$ cat src/rtl/mixcol_sched.sv
// -----------------------------------------------------------------------------
// mixcol_sched
// Column scheduler for an AES encryption round. Takes one 128-bit state over a
// valid/ready handshake and streams its four 32-bit columns, one per cycle,
// through a single shared MixColumns column unit. It collects the transformed
// columns as they return and presents the reassembled state downstream. The
// final round uses a bypass that returns the input state untouched.
//
// Parameters:
//   COL_LAT    pipeline latency of the attached column unit (0..3, 0 = comb)
// Ports:
//   clk        system clock, rising edge
//   rst_n      asynchronous active-low reset
//   in_valid   upstream state available
//   in_ready   scheduler can accept a state (registered)
//   in_state   128-bit state; column c = in_state[127-32c -: 32]
//   in_bypass  sampled with in_state; 1 = pass state through (final round)
//   col_issue  column unit operand valid this cycle (registered)
//   col_out    column operand to the column unit (registered)
//   col_in     transformed column, valid COL_LAT cycles after its issue
//   out_valid  result state available (registered)
//   out_ready  downstream accepts result
//   out_state  result state, same column ordering as in_state (registered)
//   busy       high whenever the FSM is not IDLE (registered)
// -----------------------------------------------------------------------------
module mixcol_sched #(
   parameter int COL_LAT = 0
) (
   input  logic         clk,
   input  logic         rst_n,
   input  logic         in_valid,
   output logic         in_ready,
   input  logic [127:0] in_state,
   input  logic         in_bypass,
   output logic         col_issue,
   output logic [31:0]  col_out,
   input  logic [31:0]  col_in,
   output logic         out_valid,
   input  logic         out_ready,
   output logic [127:0] out_state,
   output logic         busy
);

   typedef enum logic [1:0] {
      IDLE  = 2'd0,
      ISSUE = 2'd1,
      DRAIN = 2'd2,
      DONE  = 2'd3
   } fsm_t;

   fsm_t          r_fsm;
   logic [127:0]  r_lat;
   logic [1:0]    r_ic;
   logic [1:0]    r_rc;
   logic [127:0]  r_result;
   logic          r_in_ready;
   logic          r_col_issue;
   logic [31:0]   r_col_out;
   logic          r_out_valid;
   logic [127:0]  r_out_state;
   logic          r_busy;

   logic          w_accept;
   logic          w_ret;
   logic [1:0]    w_ic_next;
   logic [127:0]  w_result_next;

   // Pick column c of a state, column 0 in the most significant lane.
   function automatic logic [31:0] col_sel(input logic [127:0] s, input logic [1:0] c);
      logic [31:0] v;
      case (c)
         2'd0:    v = s[127:96];
         2'd1:    v = s[95:64];
         2'd2:    v = s[63:32];
         2'd3:    v = s[31:0];
         default: v = 32'd0;
      endcase
      return v;
   endfunction

   assign w_accept  = (r_fsm == IDLE) && in_valid && r_in_ready;
   assign w_ic_next = r_ic + 2'd1;

   // Return strobe: the issue strobe delayed by the column unit latency.
   generate
      if (COL_LAT == 0) begin : g_comb
         assign w_ret = r_col_issue;
      end else begin : g_pipe
         logic [COL_LAT-1:0] r_pipe;

         // Shift register of issue strobes tracking columns inside the unit.
         always_ff @(posedge clk or negedge rst_n) begin
            if (!rst_n) begin
               r_pipe <= '0;
            end else begin
               r_pipe[0] <= r_col_issue;
               for (int i = 1; i < COL_LAT; i++) begin
                  r_pipe[i] <= r_pipe[i-1];
               end
            end
         end

         assign w_ret = r_pipe[COL_LAT-1];
      end
   endgenerate

   // Result register with the returning column merged into lane rc; used both
   // for the capture and for loading out_state on the capture of column 3.
   always_comb begin
      w_result_next = r_result;
      if (w_ret) begin
         case (r_rc)
            2'd0:    w_result_next[127:96] = col_in;
            2'd1:    w_result_next[95:64]  = col_in;
            2'd2:    w_result_next[63:32]  = col_in;
            2'd3:    w_result_next[31:0]   = col_in;
            default: w_result_next         = r_result;
         endcase
      end else begin
         w_result_next = r_result;
      end
   end

   // Capture returning columns in order; rc restarts with every new state.
   always_ff @(posedge clk or negedge rst_n) begin
      if (!rst_n) begin
         r_result <= 128'd0;
         r_rc     <= 2'd0;
      end else if (w_accept) begin
         r_rc     <= 2'd0;
      end else if (w_ret) begin
         r_result <= w_result_next;
         r_rc     <= r_rc + 2'd1;
      end
   end

   // Scheduler FSM; every output is registered alongside its state transition.
   always_ff @(posedge clk or negedge rst_n) begin
      if (!rst_n) begin
         r_fsm       <= IDLE;
         r_lat       <= 128'd0;
         r_ic        <= 2'd0;
         r_in_ready  <= 1'b1;
         r_col_issue <= 1'b0;
         r_col_out   <= 32'd0;
         r_out_valid <= 1'b0;
         r_out_state <= 128'd0;
         r_busy      <= 1'b0;
      end else begin
         case (r_fsm)
            IDLE: begin
               if (w_accept) begin
                  r_lat      <= in_state;
                  r_in_ready <= 1'b0;
                  r_busy     <= 1'b1;
                  if (in_bypass) begin
                     r_fsm       <= DONE;
                     r_out_valid <= 1'b1;
                     r_out_state <= in_state;
                  end else begin
                     r_fsm       <= ISSUE;
                     r_ic        <= 2'd0;
                     r_col_issue <= 1'b1;
                     r_col_out   <= col_sel(in_state, 2'd0);
                  end
               end
            end
            ISSUE: begin
               r_ic <= w_ic_next;
               if (r_ic == 2'd3) begin
                  r_col_issue <= 1'b0;
                  r_col_out   <= 32'd0;
                  // With a combinational unit column 3 is captured this very
                  // edge, so the result can be loaded straight away.
                  if (COL_LAT == 0) begin
                     r_fsm       <= DONE;
                     r_out_valid <= 1'b1;
                     r_out_state <= w_result_next;
                  end else begin
                     r_fsm <= DRAIN;
                  end
               end else begin
                  r_col_out <= col_sel(r_lat, w_ic_next);
               end
            end
            DRAIN: begin
               if (w_ret && (r_rc == 2'd3)) begin
                  r_fsm       <= DONE;
                  r_out_valid <= 1'b1;
                  r_out_state <= w_result_next;
               end
            end
            DONE: begin
               if (out_ready) begin
                  r_fsm       <= IDLE;
                  r_out_valid <= 1'b0;
                  r_in_ready  <= 1'b1;
                  r_busy      <= 1'b0;
               end
            end
            default: begin
               r_fsm       <= IDLE;
               r_in_ready  <= 1'b1;
               r_col_issue <= 1'b0;
               r_col_out   <= 32'd0;
               r_out_valid <= 1'b0;
               r_busy      <= 1'b0;
            end
         endcase
      end
   end

   assign in_ready  = r_in_ready;
   assign col_issue = r_col_issue;
   assign col_out   = r_col_out;
   assign out_valid = r_out_valid;
   assign out_state = r_out_state;
   assign busy      = r_busy;

endmodule

$ cat config.mk
export PLATFORM = sky130hd
export DESIGN_NAME = mixcol_sched
export DESIGN_NICKNAME = d
export VERILOG_FILES = /design/src/rtl/mixcol_sched.sv
export SDC_FILE = /design/constraint.sdc
export NUM_CORES = 1
export LEC_CHECK = 0
export CORE_UTILIZATION = 28
export CTS_BUF_LIST = sky130_fd_sc_hd__clkbuf_8
export CTS_CLUSTER_SIZE = 28
export DETAILED_ROUTE_END_ITERATION = 10
export GPL_ROUTABILITY_DRIVEN = 0
export SLEW_MARGIN = 40
export SYNTH_ARGS = -nofsm -noshare
export SYNTH_HDL_FRONTEND = slang
export SYNTH_SLANG_ARGS = --single-unit
$ cat constraint.sdc
create_clock -name clk -period 2.7 [get_ports clk]
set_input_delay 0.54 -clock clk [delete_from_list [all_inputs] [get_ports clk]]
set_output_delay 0.54 -clock clk [all_outputs]
set_load 0.1 [all_outputs]
======== Word-level counts from Yosys, hierarchy flattened ========
Index checks and enable logic that the tools add are counted.
Widths: inputs -> output; s select.
storage, ports and cells
  bits in registers ....................... 426
  input port bits ......................... 165
  output and inout port bits .............. 164
  logic and storage cells ................. 89
operators by class
  add/subtract/negate cells ............... 2
  equal/unequal tests ..................... 16
  multiplexer cells ....................... 41
  bitwise operators ....................... 1
  reduce and logical (&&, ||, !) cells .... 18
operators by type and width
  operator             number
  $mux 128             5
  $pmux 128 s3         1
  $mux 32              7
  $pmux 32 s4          1
  $pmux 32 s2          1
  $mux 2               9
  $eq 2x2->1 const B   7
  $ne 2x2->1 const B   6
  $mux 1               11
  $reduce_and 5->1     2
  $pmux 2 s4           1
  $reduce_and 4->1     2
  $eq 2x1->1 const B   3
  $logic_not 2->1      3
  $pmux 1 s2           3
  $reduce_and 3->1     2
  $reduce_bool 2->1    3
  $add 2x1->2 const B  2
  $pmux 1 s4           1
  $pmux 2 s2           1
  $reduce_and 2->1     2
  $logic_and 1x1->1    3
  $reduce_bool 3->1    1
  $not 1->1            1

======== Longest topological paths before layout ========
  depth after elaboration ................. 5
  depth in mapped cells ................... 9
  gate-level depth less buffers ........... 6

======== Worst setup path before layout ========
No wires, ideal clock.
  kind .................................... register to register
  start ................................... register r_col_issue, in the netlist col_issue
  end ..................................... register r_out_state[100], in the netlist out_state[100]
  library setup time ...................... 0.126 ns
  arrival time ............................ 2.212 ns
  required time ........................... 2.574 ns
  slack ................................... 0.361 ns
  cell stages (with the launch flop) ...... 7
  buffers on the path ..................... 2
  period minus slack after synthesis ...... 2.339 ns
  path through ............................ dfrtp_1 > nand2_2 > a21boi_4 > and2_4 > buf_8 > buf_8 > mux2_4
on the way
  word-level cells in the longest chain between the ends .. 3
  elaborated cells on any way between the ends .. 7
  classes of those cells .................. eq/ne: 1; mux: 4; reduce/logical: 2
RTL lines
  element                                           line      source
  start: declaration                                57        logic r_col_issue;
  start signal: assignment                          144       r_col_issue <= 1'b0;
  start signal: assignment                          163       r_col_issue <= 1'b1;
  start signal: assignment                          171       r_col_issue <= 1'b0;
  $mux 128 or $logic_and 1x1->1 (tied branches)     111, 187
  $mux 128, or another cell as far along            187       if (w_ret && (r_rc == 2'd3)) begin
  $pmux 128 s3 or $reduce_and 5->1 (tied branches)  n/a
  end signal: assignment                            159       r_out_state <= in_state;
  end signal: assignment                            178       r_out_state <= w_result_next;
  end signal: assignment                            190       r_out_state <= w_result_next;
  end: declaration                                  60        logic [127:0] r_out_state;
Parallel ways exist; a longest one is shown, timed or not. The select of a mux whose other input is x is not followed.
A chain may end at the register's enable or synchronous reset.

======== Worst setup path after layout ========
  start ................................... register r_col_issue, in the netlist col_issue
  end ..................................... output port col_issue
RTL lines
  element           line  source
  end: declaration  35    output logic col_issue,
No word-level cell between the ends.

==> flow_summary.ini <==
[run_status]
outcome = finished with violations
violations = DRC

[critical_path]
worst_ep_required_time_ns = 2.16
path_cells = buf_4, buf_4
cp_top_family = buffers and inverters
slowest_delay_ns = 0.53
crit_top_cell = buf_4
path_max_fanout = 7
critPathKind = flip-flop to primary output
worst_ep_arrival_time_ns = 1.75
critPathLaunchType = flip-flop
slowest_stage = dfrtp_1
critPathCaptureType = primary output
cp.buffers_inverters = 2

[sta]
rsz0062_at_grt = false
timing.final.crit_period_ns = 2.294
holdWs_ns = 0.4780
fmax_mhz = 435.9
worst_pin_slew_ns = 0.7639
fin_skew_ns = 0.02667
hold_violations = 0
relSlewSlack_pct = 49.07
min_period_over_period_pct = 84.97
final-setup-viol-count = 0
fin_setup_tns_ns = 0
drv_slew = 0

[synth]
synth_top_area_share_pct = 52.34
synth_cells = 1633
synth_cell_type_count = 33
synth_seq_area_share_pct = 52.48
yosysTopAreaCell = dfrtp_1
synthTopCellsByArea = dfrtp_1 (52%), mux2_4 (9.6%), mux2_2 (8.3%), nand2_1 (6.5%), mux2i_1 (5.2%)
ys_warn_count = 0
syn-mean-instance-area_um2 = 11.51
synth.cell_area_um2 = 18790
synth_nets = 1811
synth_seq_cells = 394

[clock_tree]
clockBufferDepth = 3
htreeDepth = 3
cts_setup_buffers = 0
clk_pin_slew_ns = 0.05
clockRootBuffer = clkbuf_8
cts_buffers = 73
cts_resized = 0
hold_buffers = 1
cts_tree = built
cts_sinks = 394
clock_latency_ns = 0.63

[route]
postRouteAntennaNets = 0
drtPass1Iterations = 11
drc = 18
vias = 14070
via_per_inst = 4.841
post_drt_wl_per_cell_um = 20.44
wl_mm = 59.42
drt_iter0_markers = 1047

[placement]
place_area_um2 = 23110
dp_hpwl_mm = 39.95
port_buffers = 328

[global_routing]
grt-ovfl-total = 0
grt_pass1_wl_mm = 89.64
grt_use_total_pct = 17.40
grt_pass1_vias = 14840
grt_max_degree = 98
antenna_found_initial = 1

[layout]
final-seq-area_um2 = 9861
diodes = 0
synthToLayoutAreaGrowth_pct = 30.93
post-route-util_pct = 37.22
multi_input_area_um2 = 8163
drive_gt1_share_pct = 30.64
nFillCells = 6488
design_area_um2 = 24600
nets = 2171

[floorplan]
rows = 94
start_util_pct = 28.42
die_w_um = 261.0
die_height_um = 261.0
coreArea_um2 = 66100
pin_count = 329
die_area_um2 = 68140

[flow_run]
maxCapViolations = 0

[min_path]
worstHoldPathType = flip-flop to flip-flop
metal layers:
layer  vias to the layer above  share of wire (%)  global-route usage, %
met4                         2                1.8                  4.990
met5                         -              0.022                      0
met3                        92                6.4                  3.959
li1                       6424                  -                      -
met1                      7068                 45                  23.16
met2                       487                 47                  28.21
flip-flops by register name, indices dropped and copies added (netlist names):
register and cells:
col_out 32, in_ready 1, r_lat 96, out_state 128, busy 1, r_fsm 2
r_rc 2, r_result 128, out_valid 1, r_ic 2, col_issue 1
logic make-up (layout without fill, tap and decap cells):
family / after synthesis / after routing / share of synthesized area [%]
simple gates: 470 / 470 / 9.823
fa+ha+maj: 13 / 13 / 0.8658
compound gates: 205 / 205 / 7.339
mux: 387 / 387 / 25.00
flops: 394 / 394 / 52.48
buf+inv: 163 / 573 / 4.442
xor+xnor: 1 / 1 / 0.04663
stage by stage:
stage	worst slack, ns	cells
after floorplan	0.3614	1633
after CTS	0.3113	2907
final	0.4059	2907
after detailed placement	0.1810	2781
after global placement	0.1269	2781
after global routing	0.3102	2907
path summary, 6_finish.rpt:
| kind | startpoint | end | slack (ns) | cells past startpoint |
|---|---|---|---|---|
| max | col_issue$_DFFE_PN0P_ | col_issue | 0.41 | 2 |
| min | r_lat[72]$_DFFE_PN0P_ | r_lat[72]$_DFFE_PN0P_ | 0.48 | 2 |
| max reg2reg | r_rc[0]$_DFFE_PN0P_ | out_state[25]$_DFFE_PN0P_ | 0.43 | 6 |
| min reg2reg | r_lat[72]$_DFFE_PN0P_ | r_lat[72]$_DFFE_PN0P_ | 0.48 | 2 |
| max in group asynchronous | rst_n | r_lat[14]$_DFFE_PN0P_ | 1.34 | 3 |
| min in group asynchronous | rst_n | out_state[121]$_DFFE_PN0P_ | 0.51 | 2 |
worst min-delay path: stages (launching register included):
cell and delay (ns):
dfrtp_1 0.34, nand2_1 0.05, nand2_1 0.06
synth_stat cells:
master	n
mux2i_4	1
mux2_4	120
inv_1	42
a21boi_4	1
buf_8	11
dfrtp_1	393
mux2i_1	98
buf_6	3
mux2_2	138
ha_1	13
xnor2_1	1
nor2b_1	1
nand2b_1	2
and3b_1	1
o221ai_1	35
nor2_2	1
and3_1	1
o21ai_0	5
nand3_1	41
and2_4	1
o22ai_1	32
dfstp_2	1
nand2_1	323
buf_4	4
a222oi_1	32
nand2_2	3
buf_2	49
clkbuf_1	46
mux2_1	30
buf_1	8
a22o_1	2
nor2_1	96
a21oi_1	98
final cells by class:
| cell class | instances | area share, % |
|---|---|---|
| clock inverter | 32 | 0.8087 |
| clock buffer | 93 | 5.203 |
| timing repair buffer | 406 | 15.68 |
| sequential | 394 | 40.09 |
| inverter | 42 | 0.6409 |
| tap | 864 | 4.395 |
| multi-input combinational | 1076 | 33.18 |
cell usage in the layout, fill, tap and decap left out, drive strengths merged, types with 8 or more instances in the layout:
master,count
a21oi,98
a222oi,32
buf,242
clkbuf,93
clkdlybuf4s50,163
clkinv,8
dfrtp,393
ha,13
inv,62
mux2,288
mux2i,99
nand2,326
nand3,41
nor2,97
o221ai,35
o22ai,32
Power is not shown: default switching activity piles up to over one toggle a cycle in this logic, so the estimate is an artifact.
